<file path="src/rtl/usb_stream_bridge_pkg.sv">
// usb_stream_bridge shared definitions: register map,
// STATUS/CONTROL bit positions and the STATUS word builder.
package usb_stream_bridge_pkg;

    localparam logic [1:0] REG_STATUS  = 2'd0;
    localparam logic [1:0] REG_RX_DATA = 2'd1;
    localparam logic [1:0] REG_TX_DATA = 2'd2;
    localparam logic [1:0] REG_CONTROL = 2'd3;

    localparam int ST_RX_COUNT_LSB = 0;
    localparam int ST_TX_FREE_LSB  = 6;
    localparam int ST_TX_OVF       = 12;
    localparam int ST_RX_IRQ_EN    = 13;

    localparam int CTL_CLR_OVF  = 0;
    localparam int CTL_FLUSH_RX = 1;
    localparam int CTL_FLUSH_TX = 2;
    localparam int CTL_IRQ_EN   = 3;

    localparam int RX_VALID_BIT = 15;

    function automatic logic [15:0] status_word(
        input logic [5:0] rx_count,
        input logic [5:0] tx_free,
        input logic       tx_ovf,
        input logic       irq_en
    );
        logic [15:0] w;
        w = '0;
        w[ST_RX_COUNT_LSB +: 6] = rx_count;
        w[ST_TX_FREE_LSB +: 6]  = tx_free;
        w[ST_TX_OVF]            = tx_ovf;
        w[ST_RX_IRQ_EN]         = irq_en;
        return w;
    endfunction

endpackage

</file>
<file path="src/rtl/usb_stream_bridge_stream_fifo.sv">
// stream_fifo: synchronous FIFO with flush, occupancy count and a
// registered head output.
// Ports: clk/rst, push+din, pop, flush -> head, count, full, empty.
module stream_fifo #(
    parameter int WIDTH = 8,
    parameter int DEPTH = 16
) (
    input  logic                     clk,
    input  logic                     rst,
    input  logic                     push,
    input  logic [WIDTH-1:0]         din,
    input  logic                     pop,
    input  logic                     flush,
    output logic [WIDTH-1:0]         head,
    output logic [$clog2(DEPTH):0]   count,
    output logic                     full,
    output logic                     empty
);

    localparam int AW = $clog2(DEPTH);

    logic [WIDTH-1:0] mem [DEPTH];
    logic [AW-1:0]    wr_ptr;
    logic [AW-1:0]    rd_ptr;
    logic [AW-1:0]    rd_next;
    logic [AW:0]      cnt_d;
    logic [WIDTH-1:0] head_d;
    logic             push_ok;
    logic             pop_ok;

    assign full    = (count == (AW+1)'(DEPTH));
    assign empty   = (count == '0);
    assign push_ok = push & ~full & ~flush;
    assign pop_ok  = pop & ~empty & ~flush;
    assign rd_next = rd_ptr + AW'(pop_ok);

    always_comb begin
        cnt_d = count;
        if (flush) begin
            cnt_d = '0;
        end else begin
            unique case ({push_ok, pop_ok})
                2'b10:   cnt_d = count + 1'b1;
                2'b01:   cnt_d = count - 1'b1;
                default: cnt_d = count;
            endcase
        end
    end

    // The head register tracks the entry at rd_next after this edge.
    // A push lands on that slot only when the FIFO is draining to
    // empty (or is empty), so it bypasses memory. Empty reads as zero
    // so no stale byte is ever presented.
    always_comb begin
        head_d = '0;
        if (!flush && cnt_d != '0) begin
            if (push_ok && wr_ptr == rd_next) begin
                head_d = din;
            end else begin
                head_d = mem[rd_next];
            end
        end
    end

    always_ff @(posedge clk) begin
        if (push_ok) begin
            mem[wr_ptr] <= din;
        end
    end

    always_ff @(posedge clk or posedge rst) begin
        if (rst) begin
            wr_ptr <= '0;
            rd_ptr <= '0;
            count  <= '0;
            head   <= '0;
        end else begin
            count <= cnt_d;
            head  <= head_d;
            if (flush) begin
                wr_ptr <= '0;
                rd_ptr <= '0;
            end else begin
                if (push_ok) begin
                    wr_ptr <= wr_ptr + 1'b1;
                end
                rd_ptr <= rd_next;
            end
        end
    end

endmodule

</file>
<file path="src/rtl/usb_stream_bridge.sv">
// usb_stream_bridge: USB byte streams <-> four 16-bit bus registers.
// Ports: clk/rst; bus_addr/re/we/wdata/rdata; rx_* stream sink;
// tx_* stream source; irq (RX data available and enabled).
module usb_stream_bridge
    import usb_stream_bridge_pkg::*;
#(
    parameter int DEPTH = 16
) (
    input  logic        clk,
    input  logic        rst,
    input  logic [1:0]  bus_addr,
    input  logic        bus_re,
    input  logic        bus_we,
    input  logic [15:0] bus_wdata,
    output logic [15:0] bus_rdata,
    input  logic [7:0]  rx_data,
    input  logic        rx_valid,
    output logic        rx_ready,
    output logic [7:0]  tx_data,
    output logic        tx_valid,
    input  logic        tx_ready,
    output logic        irq
);

    localparam int CW = $clog2(DEPTH) + 1;

    logic [CW-1:0] rx_count;
    logic [CW-1:0] tx_count;
    logic [7:0]    rx_head;
    logic          rx_full;
    logic          rx_empty;
    logic          tx_full;
    logic          tx_empty;

    logic          started;
    logic          tx_ovf;
    logic          irq_en;

    logic          rd_status;
    logic          rd_rx;
    logic          rd_tx;
    logic          rd_ctl;
    logic          wr_tx;
    logic          wr_ctl;
    logic          flush_rx;
    logic          flush_tx;
    logic          clr_ovf;
    logic          ovf_set;
    logic          rx_push;
    logic          rx_pop;
    logic          tx_push;
    logic          tx_pop;

    logic [5:0]    tx_free;
    logic [15:0]   status_w;
    logic [15:0]   rx_word;
    logic [15:0]   ctl_word;
    logic [15:0]   rdata_d;
    logic          unused_wdata;

    assign unused_wdata = ^bus_wdata[15:8];

    assign rd_status = bus_re && bus_addr == REG_STATUS;
    assign rd_rx     = bus_re && bus_addr == REG_RX_DATA;
    assign rd_tx     = bus_re && bus_addr == REG_TX_DATA;
    assign rd_ctl    = bus_re && bus_addr == REG_CONTROL;
    assign wr_tx     = bus_we && bus_addr == REG_TX_DATA;
    assign wr_ctl    = bus_we && bus_addr == REG_CONTROL;

    assign flush_rx = wr_ctl & bus_wdata[CTL_FLUSH_RX];
    assign flush_tx = wr_ctl & bus_wdata[CTL_FLUSH_TX];
    assign clr_ovf  = wr_ctl & bus_wdata[CTL_CLR_OVF];

    // started keeps rx_ready low through reset and for the
    // first edge after release.
    assign rx_ready = started & ~rx_full;
    assign tx_valid = ~tx_empty;
    assign rx_push  = rx_valid & rx_ready;
    assign rx_pop   = rd_rx & ~rx_empty;
    assign tx_push  = wr_tx & ~tx_full;
    assign tx_pop   = tx_valid & tx_ready;
    // Full is judged on start-of-cycle state, so a same-cycle
    // pop does not rescue the byte.
    assign ovf_set  = wr_tx & tx_full & ~flush_tx;

    stream_fifo #(
        .WIDTH (8),
        .DEPTH (DEPTH)
    ) u_rx_fifo (
        .clk   (clk),
        .rst   (rst),
        .push  (rx_push),
        .din   (rx_data),
        .pop   (rx_pop),
        .flush (flush_rx),
        .head  (rx_head),
        .count (rx_count),
        .full  (rx_full),
        .empty (rx_empty)
    );

    stream_fifo #(
        .WIDTH (8),
        .DEPTH (DEPTH)
    ) u_tx_fifo (
        .clk   (clk),
        .rst   (rst),
        .push  (tx_push),
        .din   (bus_wdata[7:0]),
        .pop   (tx_pop),
        .flush (flush_tx),
        .head  (tx_data),
        .count (tx_count),
        .full  (tx_full),
        .empty (tx_empty)
    );

    assign tx_free  = 6'(DEPTH) - 6'(tx_count);
    assign status_w = status_word(6'(rx_count), tx_free,
                                  tx_ovf, irq_en);

    always_comb begin
        rx_word = '0;
        if (!rx_empty) begin
            rx_word[RX_VALID_BIT] = 1'b1;
            rx_word[7:0]          = rx_head;
        end
        ctl_word             = '0;
        ctl_word[CTL_IRQ_EN] = irq_en;
    end

    always_comb begin
        rdata_d = bus_rdata;
        unique case (1'b1)
            rd_status: rdata_d = status_w;
            rd_rx:     rdata_d = rx_word;
            rd_tx:     rdata_d = '0;
            rd_ctl:    rdata_d = ctl_word;
            default:   rdata_d = bus_rdata;
        endcase
    end

    always_ff @(posedge clk or posedge rst) begin
        if (rst) begin
            started   <= 1'b0;
            bus_rdata <= '0;
            tx_ovf    <= 1'b0;
            irq_en    <= 1'b0;
            irq       <= 1'b0;
        end else begin
            started   <= 1'b1;
            bus_rdata <= rdata_d;
            if (ovf_set) begin
                tx_ovf <= 1'b1;
            end else if (clr_ovf) begin
                tx_ovf <= 1'b0;
            end
            if (wr_ctl) begin
                irq_en <= bus_wdata[CTL_IRQ_EN];
            end
            irq <= irq_en & ~rx_empty;
        end
    end

endmodule
</file>
<file path="config.mk">
export PLATFORM = sky130hd
export DESIGN_NAME = usb_stream_bridge
export DESIGN_NICKNAME = d
export VERILOG_FILES = /design/src/rtl/usb_stream_bridge_pkg.sv /design/src/rtl/usb_stream_bridge_stream_fifo.sv /design/src/rtl/usb_stream_bridge.sv
export SDC_FILE = /design/constraint.sdc
export NUM_CORES = 1
export LEC_CHECK = 0
export CAP_MARGIN = 10
export CORE_ASPECT_RATIO = 1.25
export CORE_MARGIN = 3
export CORE_UTILIZATION = 40
export DETAILED_ROUTE_END_ITERATION = 8
export HOLD_SLACK_MARGIN = 0.1
export PLACE_DENSITY_LB_ADDON = 0.05
export SETUP_SLACK_MARGIN = 0.05
export SYNTH_ARGS = -nofsm -noshare
export SYNTH_HDL_FRONTEND = slang
export SYNTH_HIERARCHICAL = 1
export SYNTH_SLANG_ARGS = --single-unit
</file>
<file path="constraint.sdc">
create_clock -name clk -period 7.5 [get_ports clk]
set_input_delay 1.5 -clock clk [delete_from_list [all_inputs] [get_ports clk]]
set_output_delay 1.5 -clock clk [all_outputs]
set_load 0.03 [all_outputs]
</file>
Yosys cells after proc, flatten, opt, wreduce, memory -nomap -nowiden
Memory sizes are Yosys's and may differ from the RTL's.
Cells that the tools add are included.
- output and inout port bits: 27
- register bits: 62
- memories: 2
- memory bits (writable): 256
- memories (name ; words ; bits a word ; rd ports ; clocked after Yosys merged registers in ; wr ports ; RTL line ; text):
    u_rx_fifo.mem ; 16 ; 8 ; 1 ; 0 ; 1 ; usb_stream_bridge_stream_fifo.sv:22 ; logic [WIDTH-1:0] mem [DEPTH];
    u_tx_fifo.mem ; 16 ; 8 ; 1 ; 0 ; 1 ; usb_stream_bridge_stream_fifo.sv:22 ;
- bitwise logic cells: 25
- $add $sub $neg: 9
- equality and inequality tests: 11
- reductions and logical operators: 21
- muxes and demuxes: 23
- operators with widths (kind ; number):
    case mux 16 bit (4 select lines) ; 1
    two-way mux 8 bit ; 5
    two-way mux 4 bit ; 6
    case mux 5 bit (2 select lines) ; 2
    AND 1 bit ; 19
    adder 5 x 1 -> 5 bit (second input constant) ; 2
    == test 5 bit (second input constant) ; 2
    logical AND 1 bit ; 10
    logical NOT 5 bit ; 2
    two-way mux 5 bit ; 2
    nonzero test 5 bit ; 2
    subtractor 5 x 1 -> 5 bit (second input constant) ; 2
    adder 4 x 1 -> 4 bit ; 2
    adder 4 x 1 -> 4 bit (second input constant) ; 2
    == test 2 bit (second input constant) ; 4
    == test 4 bit ; 2
    two-way mux 1 bit ; 7
    == test 2 x 1 -> 1 bit (second input constant) ; 3
    NOT 1 bit ; 6
    nonzero test 2 bit ; 3
    subtractor 5 x 5 -> 6 bit (first input constant) ; 1
    nonzero test 4 bit ; 1
    logical NOT 1 bit ; 2
    logical NOT 2 bit ; 1

Depth between registers and ports, before layout
- word-level depth: 12
- gate-level depth with buffers: 17
- mapped depth without buffers: 15

By module
The synthesis kept the hierarchy.
- modules (own cells, without submodules) (module ; instances ; sequential area each (sq um) ; cells an instance ; area an instance (sq um)):
    stream_fifo ; 2 ; 4369.2 ; 320 ; 6223.5
    usb_stream_bridge ; 1 ; 475.5 ; 83 ; 878.3

Worst setup path after synthesis
OpenSTA, ideal clock, no wires.
- path kind: input port to flip-flop
- from: input port bus_we
- to: register u_rx_fifo.head[5]
- path buffers: 3
- cell stages on the path: 12
- setup slack: 3.149 ns
- library setup time: 0.160 ns
- arrival: 4.192 ns
- data required time: 7.340 ns
- cells stage by stage: nand3_1 -> nor2_1 -> clkbuf_1 -> nor3b_1 -> ha_1 -> ha_1 -> buf_2 -> buf_1 -> mux4_2 -> mux4_2 -> mux2i_1 -> a311oi_1
- word-level cells in the longest chain between the ends: 10
- elaborated cells on any way between the ends: 18
- classes of those cells: add/sub (1); eq/ne (3); mux (4); bitwise (4); reduce/logical (5); memory (1)
- RTL lines (item ; RTL line ; text):
    from (decl) ; usb_stream_bridge.sv:13 ; input logic bus_we,
    logical AND 1 bit (*) ; usb_stream_bridge.sv:68 ; assign wr_ctl = bus_we && bus_addr == REG_CONTROL;
    AND 1 bit (*) ; usb_stream_bridge.sv:70 ; assign flush_rx = wr_ctl & bus_wdata[CTL_FLUSH_RX];
    via flush_rx ; usb_stream_bridge.sv:45 ; logic flush_rx;
    parallel branches: the longest is 7 deep, another holds memory read (16 x 8 bit) ; - ;
    two-way mux 8 bit (*) ; usb_stream_bridge_stream_fifo.sv:56 ; if (!flush && cnt_d != '0) begin
    via u_rx_fifo.head_d[5] ; usb_stream_bridge_stream_fifo.sv:27 ; logic [WIDTH-1:0] head_d;
    to (signal assigned) ; usb_stream_bridge_stream_fifo.sv:76 ; head <= '0;
    to (signal assigned) ; usb_stream_bridge_stream_fifo.sv:79 ; head <= head_d;
    to (decl) ; usb_stream_bridge_stream_fifo.sv:14 ; output logic [WIDTH-1:0] head,
Mark *: on every way through the listed nets, which the timed path passes.
A chain may end at the register's enable or synchronous reset.

Worst setup path in the final report
- from: input port bus_wdata[1]
- to: register u_rx_fifo.head[5]
- word-level cells in the longest chain between the ends: 9
- elaborated cells on any way between the ends: 17
- classes of those cells: add/sub (1); eq/ne (3); mux (4); bitwise (4); reduce/logical (4); memory (1)
- RTL lines (item ; RTL line ; text):
    from (decl) ; usb_stream_bridge.sv:14 ; input logic [15:0] bus_wdata,
    AND 1 bit (*) ; usb_stream_bridge.sv:70 ;
    via flush_rx ; usb_stream_bridge.sv:45 ;
    parallel branches: the longest is 7 deep, another holds memory read (16 x 8 bit) ; - ;
    two-way mux 8 bit (*) ; usb_stream_bridge_stream_fifo.sv:56 ;
    via u_rx_fifo.head_d[5] ; usb_stream_bridge_stream_fifo.sv:27 ;
Marks and branches as above.

==> PnR_summary.wiki <==
{| class="wikitable"
! Metric !! Value
|-
| Met3 Track Usage GR || 0.0244
|-
| Peak per-stage delay on the critical path || about 870 ps
|-
| Post-synthesis share of cell area spent on full adders, half adders and majority gates || 0.0178
|-
| Netlist Area Pre-Place || 13300 um^2
|-
| Share of post-route cells with drive strength above 1 || 0.198
|-
| Slew at the pin closest to its max-slew limit || 989 ps
|-
| Ratio of routed vias to standard cells || 5.24
|-
| Hold Fails Final Rpt || 0
|-
| Number of placed instances, taps included || 1175
|-
| Worst-case vdd ir drop || 0.273 mV
|-
| Area share of the largest cell type after synthesis || 0.577
|-
| Min-delay worst type || reg2reg
|-
| Final instance area || 15400 um^2
|-
| CTS sink cnt || about 320
|-
| Worst Path Required || 7830 ps
|-
| Post-Place Worst Slack || around 1300 ps
|-
| Leak pwr || 5.33 nW
|-
| Clock tree from TritonCTS || yes
|-
| CP max stage cell || sky130_fd_sc_hd__ha_2
|-
| Largest net degree at the start of global routing || 35
|-
| R2R setup slack || 2620 ps
|-
| Yosys reg bits || 317
|-
| Final TNS setup || 0 ps
|-
| Syn_nets || just under 800
|-
| Routed vias || 6480
|-
| Number of cells in the finished layout apart from fillers || 1236
|-
| Arrival time of data at the critical path endpoint || 5930 ps
|-
| Highest net fanout along the worst path || 26
|-
| Starting DRT DRC Count || 423
|-
| M1 GR Usage || 0.171
|-
| Post-detailed-route DRC marker count || 0
|-
| Xor and xnor fraction of the mapped netlist area || 0.0259
|-
| Clock period minus final worst setup slack || 5600 ps
|-
| Initial Utilization || 0.407
|-
| Grt peak-use layer || met2
|-
| Number of placed I/O pins || 59
|-
| Proportion of synthesized area in mux cells || 0.150
|-
| CP delay by family, top || multiplexers
|-
| Total CTS buffers || 34
|-
| Endpoint class of the critical path || flip-flop
|-
| Synthesis warning total || 6
|-
| Sequential cell area fraction in the yosys report || 0.691
|-
| Leading cell types in the layout, fill and taps excluded || sky130_fd_sc_hd__edfxtp_1 (256), sky130_fd_sc_hd__mux4_2 (80), sky130_fd_sc_hd__dfrtp_1 (61)
|-
| Library cell used as clock root buffer || sky130_fd_sc_hd__clkbuf_16
|-
| Post-synthesis cell type with the largest combined area || sky130_fd_sc_hd__edfxtp_1
|-
| Number of buffers inserted by hold repair at cts || 0
|-
| Final cycle utilization of the critical path || 0.747
|-
| Power per Cell Area || between 300 and 400 nW/um^2
|-
| Floorplan die area || about 36000 um^2
|-
| Final core utilization || 0.469
|-
| Capturing point of the worst reg2reg path || u_rx_fifo/head[5]
|-
| Net count of the finished layout || 844
|-
| Critical path startpoint category || input port
|-
| First-pass GRT wire length || 40.7 mm
|-
| Total count of max-transition violations in the final report || 0
|-
| Routability-driven placement congestion ratio || 0.764
|-
| Placed wire-length estimate after detailed placement || 18.3 mm
|-
| Hold Path End || bus_rdata[5]
|-
| Total power || 5.95 mW
|-
| Synth Area in Compound Gates || 0.0386
|-
| Crit path cell chain || clkdlybuf4s50_1 > inv_1 > nor2_1 > buf_4 > nor3b_1 > ha_2 > buf_4 > mux4_2 > mux4_2 > mux2i_1 > a311oi_1
|-
| Max-cap violations || 0
|-
| Placement row count || 74
|-
| Syn Inst Count || about 720
|-
| Number of antenna diodes || 0
|-
| Share of synthesized cell area in and, or, nand and nor gates || 0.0518
|-
| DRT antenna net count || 0
|-
| Number of antenna violations at the first check in global routing || 0
|-
| Crit Path Category || in2reg
|-
| Path depth of the worst reg2reg path || 10
|-
| Number of enable-type register cells in the synthesized netlist || 256
|-
| Met2 usage || 0.285
|-
| Combinational family with the most area after synthesis || multiplexers
|-
| Per-instance average area after synthesis || 18.4 um^2
|-
| Placed inst area || 14300 um^2
|-
| Total iterations of the first detailed-routing run || 4
|-
| Dominant cells by area after synthesis || sky130_fd_sc_hd__edfxtp_1 (58%), sky130_fd_sc_hd__mux4_2 (14%), sky130_fd_sc_hd__dfrtp_1 (11%)
|-
| Placeable core area || 32800 um^2
|-
| Slew HR || 0.341
|-
| Wirelength, routed || about 26 mm
|-
| Overflow left after global routing || 0
|-
| Most instantiated flip-flop cell in the synthesis netlist || sky130_fd_sc_hd__edfxtp_1
|-
| Area Growth Syn to Fin || 15.3%
|-
| Gr usage total || 0.150
|-
| Via count of the first global-routing pass || slightly below 7000
|-
| Worst Hold Margin || 467 ps
|-
| Clock-pin slew on the worst setup and hold paths || 60 ps
|-
| Layout Skew || between 15 and 20 ps
|-
| Clock insertion delay at the later pin of the skew report || 500 ps
|-
| Min-Delay Path Depth || 1
|-
| Startpoint of the worst-slack reg-to-reg timing path || u_rx_fifo/count[2]
|-
| Post-CTS Resized || 0
|-
| Buffer and inverter count on the worst path || 4
|-
| Setup violations, final || 0
|-
| Commonest non-fill, non-tap cell in the layout || sky130_fd_sc_hd__edfxtp_1
|-
| Levels on crit path || 11
|-
| Maximum root-to-sink buffer count || 3
|-
| Die Y || 210 um
|-
| Number of distinct library cells after synthesis || 51
|-
| Count of buffers inserted at the top-level ports || 49
|-
| Setup repair after global routing missed its margin || no
|-
| Share of flip-flops with an asynchronous set or reset || 0.192
|-
| Fin worst setup slack || 1900 ps
|-
| Width of the die || 169 um
|-
| Status || complete, no violations
|-
| Total setup buffers inserted after CTS || 0
|-
| Origin of the worst min-delay path || u_rx_fifo/head[5]
|-
| Depth of the CTS H-tree || 2
|-
| Per-cell routed wire length || 21.1 um
|-
| Maximum clock frequency || 179 MHz
|}
-- power breakdown --
group	internal [mW]	switching, mW	total [mW]
sequential	2.08	0.162	2.25
clock	0.974	0.635	1.61
combinational	1.03	1.06	2.09
-- flip-flops by register name, indices dropped and copies added (netlist names) --
signal	count
u_rx_fifo/wr_ptr	4
u_tx_fifo/count	5
u_rx_fifo/rd_ptr	4
u_tx_fifo/mem	128
irq	1
started	1
u_tx_fifo/rd_ptr	4
irq_en	1
u_rx_fifo/count	5
u_tx_fifo/head	8
u_rx_fifo/head	8
tx_ovf	1
u_rx_fifo/mem	128
bus_rdata	15
u_tx_fifo/wr_ptr	4
-- layout make-up --
type                            count  area (um^2)
Multi-Input combinational cell    339         3790
Sequential cell                   317         9210
Fill cell                        2806        17400
Inverter                           34          128
Clock inverter                     19          163
Timing Repair Buffer               67          626
Tap cell                          418          523
Clock buffer                       42          922
-- routing by layer --
| metal | vias to the layer above | wire length [um] |
|---|---|---|
| met3 | 37 | 803 |
| met2 | 87 | 14800 |
| met5 | - | 0 |
| met4 | 0 | 713 |
| met1 | 3346 | 9840 |
| li1 | 3010 | - |
-- logic make-up (layout without fill, tap and decap cells) --
group                      count (synthesis)  after routing
DFF                                      317            317
and+or+nand+nor                          120            120
muxes                                     99             99
AOI/OAI and AO/OA                         69             69
buffers and inverters                     67            162
xor gates and xnor gates                  30             30
adders and majority gates                 19             19
other                                      2              2
-- worst register-to-register path, cell delays in order (launching register included) --
cell                       delay (ps)
sky130_fd_sc_hd__dfrtp_1          470
sky130_fd_sc_hd__nor4_2           460
sky130_fd_sc_hd__nor2b_1          290
sky130_fd_sc_hd__and4bb_1         370
sky130_fd_sc_hd__nor3b_1          240
sky130_fd_sc_hd__ha_2             970
sky130_fd_sc_hd__buf_4            340
sky130_fd_sc_hd__mux4_2           530
sky130_fd_sc_hd__mux4_2           470
sky130_fd_sc_hd__mux2i_1          470
sky130_fd_sc_hd__a311oi_1         110
-- Yosys cell counts, types with 7 or more instances --
library cell / instances
sky130_fd_sc_hd__buf_2: 9
sky130_fd_sc_hd__dfrtp_1: 61
sky130_fd_sc_hd__a311oi_1: 16
sky130_fd_sc_hd__mux2i_1: 18
sky130_fd_sc_hd__ha_1: 19
sky130_fd_sc_hd__nor2b_1: 11
sky130_fd_sc_hd__clkbuf_1: 12
sky130_fd_sc_hd__nor2_1: 37
sky130_fd_sc_hd__o21ai_0: 7
sky130_fd_sc_hd__and2_1: 19
sky130_fd_sc_hd__xnor2_1: 9
sky130_fd_sc_hd__xor2_1: 15
sky130_fd_sc_hd__a21oi_1: 14
sky130_fd_sc_hd__edfxtp_1: 256
sky130_fd_sc_hd__a22oi_1: 7
sky130_fd_sc_hd__mux4_2: 80
sky130_fd_sc_hd__inv_1: 33
sky130_fd_sc_hd__nor3b_1: 9
sky130_fd_sc_hd__nor4_1: 8
-- worst max path at each step --
stage,start,end,slack [ps]
detailed placement,bus_wdata[1],u_rx_fifo/head[5],1310
global placement,bus_wdata[1],u_rx_fifo/head[6],1390
global route,bus_wdata[1],u_rx_fifo/head[5],1600
CTS,bus_wdata[1],u_rx_fifo/head[5],1850
finish,bus_wdata[1],u_rx_fifo/head[5],1900
floorplan,bus_we,u_rx_fifo/head[5],3150
Note: power is estimated with default switching activity, not from simulation.
